$ cat src/rtl/input_conditioner.sv
// input_conditioner: synchronizes and debounces the push button and the
// 3-bit switch bank before they reach the holiday-lights controller.
// Produces a press strobe, a debounced level, and an optional long-press
// strobe. Also produces a stable switch vector with a change strobe.
// Optional feature macro: INPUT_COND_LONG_PRESS_EN (builds hcnt/long_done and
// the button_long strobe; when undefined button_long is tied low).
module input_conditioner #(
  parameter logic [31:0] DEBOUNCE_CYCLES   = 32'd1000000,
  parameter logic [31:0] LONG_PRESS_CYCLES = 32'd100000000
) (
  input  logic       clk,
  input  logic       rst,
  input  logic       button_raw,
  input  logic [2:0] switch_raw,
  output logic       button_pulse,
  output logic       button_level,
  output logic       button_long,
  output logic [2:0] switch_out,
  output logic       switch_changed
);

  localparam logic [31:0] DB_LAST = DEBOUNCE_CYCLES - 32'd1;

  typedef enum logic [1:0] {
    IDLE         = 2'd0,
    PRESS_WAIT   = 2'd1,
    HELD         = 2'd2,
    RELEASE_WAIT = 2'd3
  } state_t;

  // Two-flop synchronizers; only the second stage feeds the debouncers.
  logic       btn_s1_q, btn_s2_q;
  logic [2:0] sw_s1_q, sw_s2_q;

  // Button debouncer state.
  state_t      state_q, state_d;
  logic [31:0] dcnt_q, dcnt_d;
  logic        pulse_q, pulse_d;
  logic        level_q, level_d;

  // Switch debouncer state.
  logic [2:0]  cand_q, cand_d;
  logic [31:0] scnt_q, scnt_d;
  logic [2:0]  swout_q, swout_d;
  logic        chg_q, chg_d;

  // Synchronizer flops for both raw inputs.
  always_ff @(posedge clk) begin
    if (rst) begin
      btn_s1_q <= 1'b0;
      btn_s2_q <= 1'b0;
      sw_s1_q  <= 3'b000;
      sw_s2_q  <= 3'b000;
    end else begin
      btn_s1_q <= button_raw;
      btn_s2_q <= btn_s1_q;
      sw_s1_q  <= switch_raw;
      sw_s2_q  <= sw_s1_q;
    end
  end

  // Button FSM next-state: a level change is accepted only after
  // DEBOUNCE_CYCLES consecutive agreeing samples; any disagreement restarts.
  always_comb begin
    state_d = state_q;
    dcnt_d  = dcnt_q;
    pulse_d = 1'b0;
    level_d = level_q;
    case (state_q)
      IDLE: begin
        if (btn_s2_q) begin
          state_d = PRESS_WAIT;
          dcnt_d  = 32'd1;
        end
      end
      PRESS_WAIT: begin
        if (!btn_s2_q) begin
          state_d = IDLE;
          dcnt_d  = 32'd0;
        end else if (dcnt_q == DB_LAST) begin
          state_d = HELD;
          pulse_d = 1'b1;
          level_d = 1'b1;
        end else begin
          dcnt_d = dcnt_q + 32'd1;
        end
      end
      HELD: begin
        if (!btn_s2_q) begin
          state_d = RELEASE_WAIT;
          dcnt_d  = 32'd1;
        end
      end
      RELEASE_WAIT: begin
        // A short low glitch returns to HELD silently; the press continues.
        if (btn_s2_q) begin
          state_d = HELD;
        end else if (dcnt_q == DB_LAST) begin
          state_d = IDLE;
          level_d = 1'b0;
        end else begin
          dcnt_d = dcnt_q + 32'd1;
        end
      end
      default: begin
        state_d = IDLE;
        dcnt_d  = 32'd0;
      end
    endcase
  end

  // Button FSM registers and registered strobes.
  always_ff @(posedge clk) begin
    if (rst) begin
      state_q <= IDLE;
      dcnt_q  <= 32'd0;
      pulse_q <= 1'b0;
      level_q <= 1'b0;
    end else begin
      state_q <= state_d;
      dcnt_q  <= dcnt_d;
      pulse_q <= pulse_d;
      level_q <= level_d;
    end
  end

`ifdef INPUT_COND_LONG_PRESS_EN
  logic [31:0] hcnt_q, hcnt_d;
  logic        long_done_q, long_done_d;
  logic        long_q, long_d;
  logic        hold_clr;

  localparam logic [31:0] LP_LAST = LONG_PRESS_CYCLES - 32'd1;

  // Hold timing restarts only on an accepted press, not on a rejected glitch.
  assign hold_clr = (state_q == PRESS_WAIT) && (state_d == HELD);

  // Hold counter: saturates at LP_LAST and fires button_long once per press.
  always_comb begin
    hcnt_d      = hcnt_q;
    long_done_d = long_done_q;
    long_d      = 1'b0;
    if (hold_clr) begin
      hcnt_d = 32'd0;
    end else if (state_q == HELD || state_q == RELEASE_WAIT) begin
      if (hcnt_q == LP_LAST) begin
        if (!long_done_q) begin
          long_d      = 1'b1;
          long_done_d = 1'b1;
        end
      end else begin
        hcnt_d = hcnt_q + 32'd1;
      end
    end
    if (state_d == IDLE && state_q != IDLE) begin
      long_done_d = 1'b0;
    end
  end

  // Long-press registers.
  always_ff @(posedge clk) begin
    if (rst) begin
      hcnt_q      <= 32'd0;
      long_done_q <= 1'b0;
      long_q      <= 1'b0;
    end else begin
      hcnt_q      <= hcnt_d;
      long_done_q <= long_done_d;
      long_q      <= long_d;
    end
  end

  assign button_long = long_q;
`else
  assign button_long = 1'b0;
`endif

  // Switch debouncer next-state: the candidate must stay put for the full
  // window; the output only moves (and strobes) if it actually differs.
  always_comb begin
    cand_d  = cand_q;
    scnt_d  = scnt_q;
    swout_d = swout_q;
    chg_d   = 1'b0;
    if (sw_s2_q != cand_q) begin
      cand_d = sw_s2_q;
      scnt_d = 32'd0;
    end else if (scnt_q == DB_LAST) begin
      if (cand_q != swout_q) begin
        swout_d = cand_q;
        chg_d   = 1'b1;
      end
    end else begin
      scnt_d = scnt_q + 32'd1;
    end
  end

  // Switch debouncer registers.
  always_ff @(posedge clk) begin
    if (rst) begin
      cand_q  <= 3'b000;
      scnt_q  <= 32'd0;
      swout_q <= 3'b000;
      chg_q   <= 1'b0;
    end else begin
      cand_q  <= cand_d;
      scnt_q  <= scnt_d;
      swout_q <= swout_d;
      chg_q   <= chg_d;
    end
  end

  assign button_pulse   = pulse_q;
  assign button_level   = level_q;
  assign switch_out     = swout_q;
  assign switch_changed = chg_q;

endmodule

$ cat config.mk
export PLATFORM = sky130hd
export DESIGN_NAME = input_conditioner
export DESIGN_NICKNAME = d
export VERILOG_FILES = /design/src/rtl/input_conditioner.sv
export SDC_FILE = /design/constraint.sdc
export NUM_CORES = 1
export LEC_CHECK = 0
export CAP_MARGIN = 25
export CORE_UTILIZATION = 55
export CTS_CLUSTER_DIAMETER = 60
export DETAILED_ROUTE_END_ITERATION = 8
export GPL_TIMING_DRIVEN = 0
export PLACE_DENSITY = 0.74
export SYNTH_ARGS = -nofsm -noshare
export SYNTH_HDL_FRONTEND = slang
export SYNTH_SLANG_ARGS = --single-unit
export TNS_END_PERCENT = 50
$ cat constraint.sdc
create_clock -name clk -period 2.6 [get_ports clk]
set_clock_uncertainty 0.1 [all_clocks]
set_input_delay 0.39 -clock clk [delete_from_list [all_inputs] [get_ports clk]]
set_output_delay 0.39 -clock clk [all_outputs]
set_load 0.05 [all_outputs]
### After elaboration in Yosys (flattened, before gate mapping)

Cells that the tools add are included.

| operators by class | value |
|---|---|
| $add $sub $neg | 2 |
| equality and inequality tests | 15 |
| muxes and demuxes | 20 |
| bitwise logic cells | 4 |
| reduce and logical (&&, ||, !) cells | 9 |

Operator list:

| kind | count |
|---|---|
| $mux W32 | 5 |
| $pmux W32 S4 | 1 |
| $add A32 B1 Y32 const B | 2 |
| $eq A32 B20 Y1 const B | 2 |
| $mux W2 | 6 |
| $ne A2 B2 Y1 const B | 6 |
| $pmux W2 S4 | 1 |
| $mux W1 | 6 |
| $ne A3 B3 Y1 | 2 |
| $ne A3 B3 Y1 const B | 2 |
| $reduce_and A3 Y1 | 2 |
| $reduce_or A3 Y1 | 2 |
| $reduce_and A5 Y1 | 1 |
| $eq A2 B2 Y1 const B | 2 |
| $not A1 Y1 | 4 |
| $reduce_and A4 Y1 | 1 |
| $eq A2 B1 Y1 const B | 1 |
| $logic_not A2 Y1 | 1 |
| $pmux W1 S2 | 1 |
| $reduce_bool A2 Y1 | 1 |
| $reduce_or A2 Y1 | 1 |

| word-level totals | value |
|---|---|
| flip-flop bits (word level) | 83 |
| input bits | 6 |
| word-level logic and storage cells | 62 |

### Depth between registers and ports, before layout

Gate-level depths: netlist of run 1.

| logic depth | value |
|---|---|
| depth in word-level cells | 4 |
| depth in mapped cells | 7 |
| mapped depth without buffers | 6 |

### Worst setup path before layout of run 1

Ideal clock, no wire load.

| timing | value |
|---|---|
| kind | reg-to-reg |
| start point | register dcnt_q[10] |
| end point | register dcnt_q[28] |
| library setup time | 0.072 ns |
| arrival | 1.792 ns |
| setup slack | 0.636 ns |
| stages on the path, launching flop included | 7 |
| period minus slack after synthesis | 1.964 ns |
| path through | dfxtp_1 -> buf_2 -> and4_4 -> nand4_4 -> or3_1 -> or4_1 -> a21oi_1 |

| between the ends | value |
|---|---|
| longest elaborated chain between the ends | 4 |

RTL lines:

| what | line | source |
|---|---|---|
| from (decl) | 37 | `logic [31:0] dcnt_q, dcnt_d;` |
| from (signal assigned) | 121 | `dcnt_q <= dcnt_d;` |
| $add A32 B1 Y32 or $eq A32 B20 Y1 (tied branches) | -- |  |
| $mux W32 (*) | 80, 98 |  |
| $mux W32 (on tied branches) | 96, 77 |  |
| $pmux W32 S4 (*) | 69 | `case (state_q)` |

Mark *: on every way between the ends. The rest lies on a longest branch, timed or not. The select of a mux whose other input is x is not followed.
A chain may end at the register's enable or synchronous reset.

### Worst setup path in the final report of run 1

| timing | value |
|---|---|
| start point | register dcnt_q[0] |
| end point | register dcnt_q[6] |

The elaborated chain is that of the path after synthesis.

==> summary.md, run 1 <==
| Metric | Value |
|---|---|
| Share of cells above drive strength 1 | `roughly 6%` |
| Pins over their slew limit | `0` |
| Ys flop type | `dfxtp_1` |
| RSZ-0062 raised after global routing | `no` |
| Dpl ws | `between 300 and 400 ps` |
| Critical Path RT | `around 2800 ps` |
| Post-synth EDFFs | `0` |
| Hold Path Class | `flop to flop` |
| Reg-to-reg critical path startpoint | `dcnt_q[0]` |
| Die width | `just under 90 um` |
| Die Ht | `approximately 87 um` |
| # setup viols final | `0` |
| Post-Place Cells | `roughly 570` |
| Final Non-Filler Cells | `around 590` |
| Residual DRC | `0` |
| Post-synth top area share | `about two fifths` |
| FF+latch count, synth | `83` |
| IR drop worst, VDD | `approximately 0.3 mV` |
| Antenna viol nets, final | `0` |
| GRT Residual Overflow | `0` |
| Share of total power in the clock network | `roughly two fifths` |
| Worst slew margin | `a little over half` |
| Leakage | `~1.4 nW` |
| Crit. Startpoint | `dcnt_q[0]` |
| Sw Pwr | `between 0.0006 and 0.0007 W` |
| DRT Pass-1 Iters | `4` |
| I/O pin count | `13` |
| Internal power | `0.001702 W` |
| Worst-skew pair later-pin latency | `370 ps` |
| Synth cell count leaders | `83 x dfxtp_1, 54 x nor2_1, 36 x xnor2_1, 30 x nand3_1, 26 x nor4_1` |
| PwrDens | `approximately 530 nW/um^2` |
| Fin crit share | `between 90% and 100%` |
| Worst Slack Setup Final | `about 260 ps` |
| Count leader, synth | `dfxtp_1` |
| DRT iter0 DRCs | `around 150` |
| Syn avg cell area | `8.506 um^2` |
| Final wirelength | `8057 um` |
| Initial antenna violation count | `0` |
| Via count | `3380` |
| Worst Min Path Start | `sw_s1_q[0]` |
| Largest net degree at the start of global routing | `19` |
| CP arrival | `between 2000 and 3000 ps` |
| Synth area leaders | `dfxtp_1 42%, xnor2_1 8.0%, nor2_1 5.1%` |
| CTS tree | `built` |
| Unique masters post-synth | `48` |
| Via/cell ratio | `between 5 and 6` |
| Number of global-route vias before repair | `2957` |
| Asr flop ratio synth | `0%` |
| Crit-path slowest cell | `nor3_1` |
| Final nets | `roughly 500` |
| Synth Cell Area | `just under 4000 um^2` |
| Drt wl/cell | `about 14 um` |
| Area Overhead vs Synth | `10.98%` |
| Crit path launch type | `flop` |
| Core ar. | `6869 um^2` |
| Post-CTS Setup Bufs | `0` |
| Row cnt | `30` |
| Comb power frac | `around 4.5%` |
| Resize count post-CTS | `0` |
| Port bufs | `11` |
| Root buffer cell | `clkbuf_8` |
| Largest area contributor in the netlist | `dfxtp_1` |
| Util after Layout | `about 64%` |
| Mapped Cells | `around 470` |
| CTS buffer count | `9` |
| Crit path time final | `2341 ps` |
| Crit. End Element | `flop` |
| Tot GR Track Use | `23.05%` |
| Slew of the pin with the lowest slew margin | `between 600 and 700 ps` |
| Crit path cell chain | `ha_1 > nand4_4 > nor3_1 > buf_2 > o311ai_0 > o31ai_1` |
| CP Max Fanout | `10` |
| Gp weighted congestion | `~0.86` |
| DIE AREA | `7551 um^2` |
| Maxcap violations | `0` |
| N_diodes | `0` |
| Syn nets | `approximately 470` |
| Max incr delay on CP | `560 ps` |
| First-pass GRT wire length | `around 14000 um` |
| TNS Setup | `0 ps` |
| Fmax | `about 430 MHz` |
| Yosys warning count | `0` |
| Seq pwr share | `55.6%` |
| Clock-pin slew on the worst setup and hold paths | `roughly 100 ps` |
| H-tree depth | `3` |
| Total power | `roughly 0.0023 W` |
| TritonCTS Sinks | `between 80 and 90` |
| Setup CP Type | `flop to flop` |
| Hold buffers post-CTS | `0` |
| Status | `complete, no violations` |
| Initial Utilization | `57.70%` |
| Sw frac | `a little over a quarter` |
| Buf/Inv on CP | `1` |
| Post-DP HPWL | `roughly 5700 um` |
| Register area share after synthesis | `a little over two fifths` |
| Clock Path Buffers | `2` |
| CP top delay family | `simple AND/OR/NAND/NOR gates` |
| Hold Fails Final Rpt | `0` |
==> worst reg2reg max path, stage by stage (launching register included) <==
cell	delay, ps
dfxtp_1	440
ha_1	330
nand4_4	220
nor3_1	560
buf_2	330
o311ai_0	160
o31ai_1	100
==> state kept, by name (all words and copies together), names as in the netlist, 3 cells and up, named ones only <==
name / flops
scnt_q: 32
sw_s2_q: 3
switch_out: 3
cand_q: 3
dcnt_q: 32
sw_s1_q: 3
==> cell usage in the layout (no fill, tap or decap), types with 3 or more instances in the layout <==
cell / Yosys / routed
o21a_1: 3 / 3
nor4b_1: 4 / 4
or3_1: 10 / 10
inv_1: 9 / 9
and4_1: 8 / 8
nand4_1: 17 / 17
a31oi_1: 4 / 4
clkbuf_1: 15 / 15
xnor2_1: 36 / 36
and2_1: 4 / 4
and3_1: 10 / 10
xor2_1: 12 / 12
o31ai_1: 8 / 8
a21oi_1: 20 / 20
nor3_1: 14 / 14
buf_2: 7 / 7
nand2_1: 24 / 24
o21ai_0: 13 / 13
o21ai_1: 4 / 4
nor2b_1: 12 / 12
clkbuf_8: 0 / 9
o211ai_1: 3 / 3
or4_1: 6 / 6
nor4_1: 26 / 26
nor2_1: 54 / 54
nand3_1: 30 / 30
clkdlybuf4s50_1: 0 / 11
dfxtp_1: 83 / 83
==> routing by layer <==
metal / share of wire, % / track usage, % / up-vias
met4: 0.93 / 5.455 / 0
met2: 44 / 35.15 / 52
met1: 51 / 32.38 / 1590
met5: 0 / 0 / -
li1: - / - / 1731
met3: 3.5 / 6.351 / 7
==> cell type report <==
type,instances,area (um^2)
Buffer,24,102.6
Clock buffer,9,123.9
Clock inverter,7,81.33
Fill cell,598,2470
Inverter,9,33.78
Multi-Input combinational cell,350,2166
Sequential cell,83,1662
Tap cell,96,120.1
Timing Repair Buffer,11,110.1
==> power groups by stage <==
stage | clock network [W] | logic, W | registers (W)
final | 0.000929 | 0.000104 | 0.00129
after global routing | 0.00101 | 0.000114 | 0.00130
after CTS | 0.000957 | 0.000105 | 0.00129
after detailed placement | 0 | 0.000104 | 0.00132
after global placement | 0 | 0.000102 | 0.00132
after floorplan | 0 | 0.0000680 | 0.00133
==> final timing paths <==
check | slack, ps | to | depth (start not counted)
max | 260 | dcnt_q[6] | 6
min | 350 | sw_s2_q[0] | 1
max reg2reg | 260 | dcnt_q[6] | 6
min reg2reg | 350 | sw_s2_q[0] | 1
==> through the flow <==
step / hold slack [ps] / area (um^2)
after CTS: 355.8 / 4399
after floorplan: 313.8 / 3964
after global placement: 316.1 / 4194
after detailed placement: 330.5 / 4194
final: 354.1 / 4399
after global routing: 361.3 / 4399
==> cells by family after synthesis <==
kind of cell | after synthesis | share of synthesized area (%)
AND/OR/NAND/NOR | 234 | 33.21
multiplexers | 2 | 0.5051
AO/OA/AOI/OAI | 63 | 9.596
adder cells (fa/ha/maj) | 2 | 0.6312
buffers and inverters | 33 | 3.440
other | 1 | 0.09461
flip-flops | 83 | 41.92
XOR/XNOR | 48 | 10.61
No activity file was read; power rests on OpenSTA's default activity.
==> inputs of run 2 (changes only) <==
Settings changed: CAP_MARGIN 25 to default, CORE_UTILIZATION 55 to 45, CTS_BUF_LIST from default to sky130_fd_sc_hd__clkbuf_4 sky130_fd_sc_hd__clkbuf_8, PLACE_DENSITY 0.74 to 0.63.
==> run 2 against run 1 <==
Effect of this change:
- fmax up 3.5%
- register-to-register slack better by 80 ps
- critical path type unchanged
- critical path depth unchanged
- count of clock-buffer cells in the layout up 1
- clock power down 6.8%
- cell count up 1.5%
- sequential cell count unchanged
- core utilization down 12 points
- first-iteration DRC count down 2.0%
- via count down 0.18%
==> summary.md, run 2 (synthesized netlist as in run 1, its figures left out) <==
| Metric | Value |
|---|---|
| Pins over their slew limit | `0` |
| Area Overhead vs Synth | `10.76%` |
| Fmax | `442.2 MHz` |
| DRT Pass-1 Iters | `4` |
| Comb power frac | `between 4 and 5%` |
| Via/cell ratio | `between 5 and 6` |
| Final Non-Filler Cells | `roughly 600` |
| Port bufs | `11` |
| Row cnt | `33` |
| Internal power | `between 0.0015 and 0.002 W` |
| CP arrival | `2460 ps` |
| H-tree depth | `3` |
| Fin crit share | `just under 90%` |
| Util after Layout | `52.38%` |
| Die Ht | `between 90 and 100 um` |
| Total power | `around 0.0023 W` |
| Drt wl/cell | `roughly 14 um` |
| Clock-pin slew on the worst setup and hold paths | `~100 ps` |
| Initial Utilization | `between 40% and 50%` |
| Post-CTS Setup Bufs | `0` |
| Seq pwr share | `a little under three fifths` |
| I/O pin count | `13` |
| PwrDens | `515.8 nW/um^2` |
| Biggest regs | `dcnt_q x32, scnt_q x32` |
| Worst-skew pair later-pin latency | `around 360 ps` |
| Clock Path Buffers | `2` |
| CTS buffer count | `9` |
| Worst slew margin | `56.61%` |
| Post-DP HPWL | `5965 um` |
| Initial antenna violation count | `0` |
| RSZ-0062 raised after global routing | `no` |
| Tot GR Track Use | `between 10% and 20%` |
| Slew of the pin with the lowest slew margin | `646.6 ps` |
| # setup viols final | `0` |
| CP Max Fanout | `8` |
| Crit. End Element | `flop` |
| Number of global-route vias before repair | `2986` |
| Placed Instance Area | `roughly 4200 um^2` |
| Via count | `~3400` |
| Share of total power in the clock network | `38.3%` |
| Status | `complete, no violations` |
| First-pass GRT wire length | `between 10000 and 15000 um` |
| Fill cells | `a little over 800` |
| Final wirelength | `about 8400 um` |
| Share of cells above drive strength 1 | `around 6.3%` |
| Die width | `95.86 um` |
| Antenna viol nets, final | `0` |
| N_diodes | `0` |
| Sw Pwr | `0.0005799 W` |
| Hold Fails Final Rpt | `0` |
| CTS tree | `built` |
| TNS Setup | `0 ps` |
| DIE AREA | `9188 um^2` |
| Crit path time final | `about 2300 ps` |
| Root buffer cell | `clkbuf_8` |
| Final nets | `between 400 and 500` |
| Critical Path RT | `between 2000 and 3000 ps` |
| Gp weighted congestion | `0.8402` |
| Largest net degree at the start of global routing | `16` |
| Post-Place Cells | `582` |
| IR drop worst, VDD | `roughly 0.27 mV` |
| TritonCTS Sinks | `83` |
| Commonest non-fill, non-tap cells in the layout | `83 x dfxtp_1, 54 x nor2_1, 36 x xnor2_1` |
| Core ar. | `around 8400 um^2` |
| Hold Path Class | `flop to flop` |
| Sw frac | `between 20% and 30%` |
| Crit path launch type | `flop` |
| R2R Setup Slk | `between 300 and 400 ps` |
| DRT iter0 DRCs | `144` |
| Maxcap violations | `0` |
| Leakage | `about 1.4 nW` |
| Final non-filler cell area | `4390 um^2` |
| Residual DRC | `0` |
| Hold buffers post-CTS | `0` |
| Setup CP Type | `flop to flop` |
| GRT Residual Overflow | `0` |
| Commonest non-fill, non-tap cell in the layout | `dfxtp_1` |
==> run 2: cell count changes in the layout (fill, tap and decap cells not counted) <==
cell | before | now
nor3_2 | 0 | 1
inv_8 | 2 | 0
clkbuf_4 | 0 | 1
clkinv_8 | 2 | 0
clkinv_4 | 2 | 1
clkinvlp_4 | 0 | 3
nor3_1 | 14 | 13
inv_6 | 1 | 2
==> run 2: power groups by stage <==
| stage | clock network [W] | logic [W] | registers, W |
|---|---|---|---|
| after floorplan | 0 | 0.0000680 | 0.00133 |
| after global placement | 0 | 0.000104 | 0.00132 |
| after detailed placement | 0 | 0.000106 | 0.00132 |
| after CTS | 0.000884 | 0.000106 | 0.00129 |
| after global routing | 0.000931 | 0.000118 | 0.00130 |
| final | 0.000866 | 0.000104 | 0.00129 |
==> run 2: area by class of cell <==
type | count | area (um^2) | area share, %
inverters | 9 | 33.78 | 0.7695
plain buffers | 24 | 102.6 | 2.337
flip-flops and latches | 83 | 1662 | 37.85
repair buffers | 11 | 110.1 | 2.508
clock buffers | 10 | 131.4 | 2.992
well taps | 105 | 131.4 | 2.992
clock inverters | 6 | 48.80 | 1.111
multi-input cells | 350 | 2171 | 49.44
==> run 2: worst max-delay path, cell delays in order, from the launching register on <==
cell and delay [ps]:
dfxtp_1 470, and3_1 190, buf_2 170, nand3_1 250, or3_1 410, or4_1 470, a21oi_1 140
==> run 2: path summary, 6_finish.rpt <==
check             from    endpoint  cells after the start
max          dcnt_q[6]  dcnt_q[28]                      6
max reg2reg  dcnt_q[6]  dcnt_q[28]                      6
min           btn_s1_q    btn_s2_q                      1
min reg2reg   btn_s1_q    btn_s2_q                      1
==> run 2: metrics by stage <==
step	setup WS (ps)	hold slack (ps)
after detailed placement	236.7	327.8
after CTS	213.3	348.6
final	338.7	341.1
after global placement	313.9	317.4
after floorplan	636.3	313.8
after global routing	204.5	356.6
==> run 2: routing by layer <==
metal	GRT usage, %	vias up	wire length [um]
met1	27.94	1595	4325
met5	0	-	0
met2	29.70	40	3782
li1	-	1731	-
met3	4.107	8	228
met4	6.965	0	87
==> run 2: what timing repair did <==
action	4_1_cts	5_1_grt
endpoints found under the setup margin	0	1
gates resized for setup	0	1
endpoints found under the hold margin	0	0
